==> src/rtl/divide_unit.sv <==
// divide_unit: multi-cycle unsigned restoring divider, one quotient bit per clock.
//
// Ports:
//   clk    - system clock, all state changes on the rising edge
//   reset  - synchronous, active-high reset (highest priority)
//   start  - level request; sampled only in IDLE
//   A, B   - unsigned dividend / divisor
//   Q, R   - registered quotient / remainder; hold their last result
//   ok     - result valid, high only in DONE after a successful division
//   err    - divide-by-zero, high only in DONE after a B==0 request
//
// state | meaning
// ------+---------------------------------------------------------------
// IDLE  | waiting for start; Q/R show the previous result
// BUSY  | one shift/subtract iteration per edge, MSB first
// DONE  | result (ok) or divide-by-zero (err) held until start drops

module divide_unit #(
    parameter int WIDTH = 5
) (
    input  logic             clk,
    input  logic             reset,
    input  logic             start,
    input  logic [WIDTH-1:0] A,
    input  logic [WIDTH-1:0] B,
    output logic [WIDTH-1:0] Q,
    output logic [WIDTH-1:0] R,
    output logic             ok,
    output logic             err
);

    localparam int CW = $clog2(WIDTH + 1);

    typedef enum logic [1:0] {
        IDLE = 2'd0,
        BUSY = 2'd1,
        DONE = 2'd2
    } state_t;

    state_t state, state_n;

    logic [WIDTH-1:0] dvd;      // dividend, shifted left as bits are consumed
    logic [WIDTH-1:0] dvs;      // latched divisor
    logic [WIDTH-1:0] quo;      // quotient bits collected so far
    logic [WIDTH:0]   part;     // partial remainder, one spare bit for the compare
    logic [CW-1:0]    cnt;      // iterations remaining

    logic [WIDTH:0]   shifted;
    logic [WIDTH:0]   diff;
    logic [WIDTH:0]   part_n;
    logic [WIDTH-1:0] quo_n;
    logic             fits;
    logic             last;

    // One restoring iteration: bring in the next dividend bit, then subtract
    // only if the divisor fits.
    always_comb begin
        shifted = (part << 1) | {{WIDTH{1'b0}}, dvd[WIDTH-1]};
        diff    = shifted - {1'b0, dvs};
        fits    = (shifted >= {1'b0, dvs});
        part_n  = fits ? diff : shifted;
        quo_n   = (quo << 1) | {{(WIDTH-1){1'b0}}, fits};
        last    = (cnt == CW'(1));
    end

    always_ff @(posedge clk) begin
        if (reset) begin
            state <= IDLE;
        end else begin
            state <= state_n;
        end
    end

    always_comb begin
        state_n = state;
        case (state)
            IDLE: begin
                if (start) begin
                    state_n = (B == '0) ? DONE : BUSY;
                end
            end
            BUSY: begin
                if (last) begin
                    state_n = DONE;
                end
            end
            DONE: begin
                if (!start) begin
                    state_n = IDLE;
                end
            end
            default: state_n = IDLE;
        endcase
    end

    always_ff @(posedge clk) begin
        if (reset) begin
            dvd  <= '0;
            dvs  <= '0;
            quo  <= '0;
            part <= '0;
            cnt  <= '0;
            Q    <= '0;
            R    <= '0;
            ok   <= 1'b0;
            err  <= 1'b0;
        end else begin
            case (state)
                IDLE: begin
                    ok  <= 1'b0;
                    err <= 1'b0;
                    if (start) begin
                        if (B == '0) begin
                            Q   <= '1;
                            R   <= A;
                            err <= 1'b1;
                        end else begin
                            dvd  <= A;
                            dvs  <= B;
                            quo  <= '0;
                            part <= '0;
                            cnt  <= CW'(WIDTH);
                        end
                    end
                end
                BUSY: begin
                    dvd  <= dvd << 1;
                    part <= part_n;
                    quo  <= quo_n;
                    cnt  <= cnt - CW'(1);
                    if (last) begin
                        Q  <= quo_n;
                        R  <= part_n[WIDTH-1:0];
                        ok <= 1'b1;
                    end
                end
                DONE: begin
                    if (!start) begin
                        ok  <= 1'b0;
                        err <= 1'b0;
                    end
                end
                default: begin
                    ok  <= 1'b0;
                    err <= 1'b0;
                end
            endcase
        end
    end

endmodule

==> config.mk <==
export PLATFORM = sky130hd
export DESIGN_NAME = divide_unit
export DESIGN_NICKNAME = d
export VERILOG_FILES = /design/src/rtl/divide_unit.sv
export SDC_FILE = /design/constraint.sdc
export NUM_CORES = 1
export LEC_CHECK = 0
export BUFFER_PORTS_ARGS = -buffer_cell sky130_fd_sc_hd__buf_2
export CELL_PAD_IN_SITES_DETAIL_PLACEMENT = 0
export CELL_PAD_IN_SITES_GLOBAL_PLACEMENT = 1
export CORE_MARGIN = 1
export CORE_UTILIZATION = 45
export DETAILED_ROUTE_END_ITERATION = 8
export PLACE_DENSITY = 0.93
export SETUP_SLACK_MARGIN = 0.15
export SLEW_MARGIN = 10
export SYNTH_ARGS = -nofsm -noshare
export SYNTH_HDL_FRONTEND = slang
export SYNTH_SLANG_ARGS = --single-unit
==> constraint.sdc <==
create_clock -name clk -period 4.4 [get_ports clk]
set_input_delay 0.88 -clock clk [delete_from_list [all_inputs] [get_ports clk]]
set_output_delay 0.88 -clock clk [all_outputs]
set_load 0.05 [all_outputs]
# Word level (Yosys, flattened, before mapping)
# Cells that the tools add are included.
# classes
n_reduce_logical	9
n_lt_le_gt_ge	1
mux	32
n_addsub	2
eq_ne	8
n_bitwise	4
# ops
op	n
$mux W5	11
$pmux W5 S2	4
$ne A2 B2 Y1 const B	5
$reduce_and A3 Y1	3
$mux W2	4
$mux W4	2
$pmux W4 S2	1
$ge A6 B5 Y1	1
$mux W3	2
$or A6 B1 Y6	1
$pmux W2 S3	1
$pmux W3 S2	1
$logic_not A5 Y1	1
$or A5 B1 Y5	1
$sub A5 B5 Y5	1
$mux W1	4
$reduce_and A2 Y1	2
$reduce_and A4 Y1	1
$eq A3 B1 Y1 const B	1
$pmux W1 S3	1
$sub A3 B1 Y3 const B	1
$eq A2 B1 Y1 const B	1
$eq A2 B2 Y1 const B	1
$logic_not A2 Y1	1
other kinds (3)	4
# totals
ff_bits	36
output_inout_bits	12

# Logic depth before layout (Yosys ltp)
# logic_depth
word_depth	5
mapped_depth	8
ltp_nobuf	8

# Worst setup path after synthesis
# Ideal clock, no wire load.
# synth_path
path_type	flip-flop to flip-flop
startpoint	register dvd[4]
endpoint	register R[1]
stages_incl_launch_ff	9
period_less_slack_ns	1.970
required_time_ns	4.314
arrival_time_ns	1.885
path_slack_ns	2.430
cell_sequence	dfxtp_1 inv_1 ha_1 inv_1 fa_1 a21oi_1 o221a_2 mux2_2 a211oi_1
# synth_between
elab_chain_len	5
# synth_lines
element	line	text
from (decl)	42	logic [WIDTH-1:0] dvd;
from (signal assigned)	127	dvd <= dvd << 1;
$or A6 B1 Y6 *	58	shifted = (part << 1) | {{WIDTH{1'b0}}, dvd[WIDTH-1]};
$sub A5 B5 Y5 or $ge A6 B5 Y1 (tied branches)	59, 60	
$mux W5 *	61	part_n = fits ? diff : shifted;
$mux W5 *	131	if (last) begin
$pmux W5 S2 *	108	case (state)
to (signal assigned)	133	R <= part_n[WIDTH-1:0];
to (decl)	27	output logic [WIDTH-1:0] R,
# Every way passes the cells marked *; elsewhere a longest branch is shown, timed or not. The select of a mux whose other input is x is not followed.
# A chain may end at the register's enable or synchronous reset.

# Worst setup path after layout
# Ends and elaborated chain as after synthesis.

==> metrics.txt <==
n_diodes=0; Final Non-Filler Cells=265; Worst VDD drop=0.000199 V; Min Hold Slack=0.468 ns; Slew @ Worst Pin=0.637 ns; post-synth cell types=40; status=finished, final reports clean; CTS sink count=36; Tot GR Track Use=20.6%; H-tree Lvls=2; die width=63.5 um; Cell Pwr Density=428 nW/um2; startpoint types=flop; DIE AREA=4030 um2; Internal Power=0.583 mW; largest area contributor in the netlist=dfxtp_1; gpl congestion=0.844; Setup CP Type=reg -> reg; I/O pin count=25; Resize count post-CTS=0; Sw Ratio=29.9%; Synth Area per Inst=8.60 um2; RSZ-0062 raised after global routing=false; Synth area leaders=dfxtp_1 (42%), nor2_1 (6.0%), ha_1 (5.1%); Required @ worst endpoint=4.61 ns; Syn Nets=219; YS warnings=0; Clock Tree Buf Depth=2; initial antenna violation count=0; CTS Buf Count=5; largest net degree at the start of global routing=37; clock period minus worst slack=2.24 ns; TritonCTS clock tree=done; drt wl/cell=14.1 um; Hold Vio Cnt, Final=0; Yosys top cell area share=42.3%; Post-Route Utilization=56.0%; Setup TNS=0 ns; Slew Limit Fails=0; maximum net fanout on the critical path=6; Worst Path Arrival=2.44 ns; Fin Clk Skew=0.00472 ns; Final Setup Violations=0; Starting Density=49.1%; number of synthesized flops with an enable pin=0; drt via density=5.48; Synth Flop Type=dfxtp_1; vias in the first global route=1404; synthesized instance count=198; core box area=3470 um2; Commonest cells post-synth=dfxtp_1 (36), nor2_1 (27), nand2_1 (16); std cell rows=21; top-count cell post-synth=dfxtp_1; HP Class=reg -> reg; FMAX=0.447 GHz; clk_lat worst skew=0.29 ns; Seq pwr share=43.7%; I/O Buffers=24; nets=239; Post-Route WL=3730 um; max_slew headroom=57.5%; DRT iter0 DRCs=109; Lkg Pwr=0.793 nW; power share of the clock group=34.9%; DR vias=1452; max_cap viols=0; DP Wirelength=2580 um; share of layout cells above drive strength 1=19.2%; cts hold-fix bufs=0; Syn Std Cell Area=1700 um2; First-pass DRT Iterations=4; Die Span Y=63.5 um; DRC=0; clock slew at reported path FFs=0.08 ns; Root Buffer=clkbuf_8; first-pass GRT wire length=6420 um; Net Sw Power=0.249 mW; area grow syn2layout=14.1%; final period utilization=50.8%; Setup crit end kind=flop; gr ovfl total=0; remaining antenna violation count after routing=0; Comb pwr share=21.4%; asr flop ratio synth=0%; postcts setup bufs=0; sequential fraction of the synthesis area=42.3%; flops & latches, synth=36; Placed Instances=257
==> cell usage in the layout (no fill, tap or decap), types with 2 or more instances in the layout <==
master     n
dfxtp_1   36
nor2_1    27
buf_2     24
nand2_1   16
a21oi_1   15
o21ai_0   13
inv_1     11
nand3_1    9
ha_1       7
mux2i_1    5
clkbuf_8   5
a22oi_1    4
a31oi_1    4
a222oi_1   4
nor2b_1    3
a311oi_1   3
mux2_2     3
a211oi_1   3
nand2b_1   2
nand3b_1   2
or3_1      2
==> kinds of logic after synthesis <==
| group | after synthesis | share of synthesized area, % |
|---|---|---|
| mux | 8 | 4.92 |
| simple gates | 70 | 19.8 |
| buf+inv | 23 | 5.73 |
| compound gates | 52 | 20.4 |
| fa+ha+maj | 8 | 6.32 |
| xor+xnor | 1 | 0.514 |
| flops | 36 | 42.3 |
==> per-stage QoR <==
stage | total power [mW] | worst slack (ns) | cell area [um2]
after floorplan | 0.510 | 2.43 | 1700
after global placement | 0.546 | 2.02 | 1830
after detailed placement | 0.548 | 2.01 | 1830
after CTS | 0.836 | 2.16 | 1940
after global routing | 0.870 | 2.04 | 1940
final | 0.832 | 2.16 | 1940
==> worst max-delay path, stage by stage (launching register included) <==
cell	delay, ns
dfxtp_1	0.32
inv_1	0.07
ha_1	0.18
inv_1	0.06
fa_1	0.42
a21oi_1	0.20
o221a_2	0.31
mux2_2	0.37
a211oi_1	0.21
==> power by group through the flow <==
stage	logic [mW]	registers [mW]	clock network, mW
4_1_cts	0.179	0.363	0.293
3_3_place_gp	0.176	0.370	0
6_report	0.178	0.364	0.290
3_5_place_dp	0.177	0.371	0
5_1_grt	0.197	0.367	0.307
2_1_floorplan	0.121	0.389	0
==> worst paths after layout <==
check,from,endpoint,slack [ns],cells after the start
hold reg to reg,Q[4],Q[4],0.47,2
setup / recovery,dvd[4],R[1],2.16,8
hold / removal,Q[4],Q[4],0.47,2
setup reg to reg,dvd[4],R[1],2.16,8
==> state kept, by name (all words and copies together) (netlist names) <==
signal  cells
dvd         5
dvs         5
part        5
state       2
err         1
Q           5
R           5
ok          1
cnt         3
quo         4
==> final cells by class <==
type                            count  area, um2
Tap cell                           46       57.6
Clock buffer                        5       68.8
Fill cell                         341       1530
Timing Repair Buffer               25        128
Multi-Input combinational cell    139        885
Inverter                           11       41.3
Clock inverter                      3       42.5
Sequential cell                    36        721
==> per-layer routing <==
| layer | share of wire [%] | up-vias | global-route usage [%] |
|---|---|---|---|
| met5 | 0 | - | 0 |
| met4 | 1.6 | 0 | 8.52 |
| met3 | 4.9 | 7 | 6.88 |
| met2 | 43 | 32 | 31.3 |
| met1 | 50 | 667 | 26.4 |
| li1 | - | 746 | - |
Note: power is estimated with default switching activity, not from simulation.
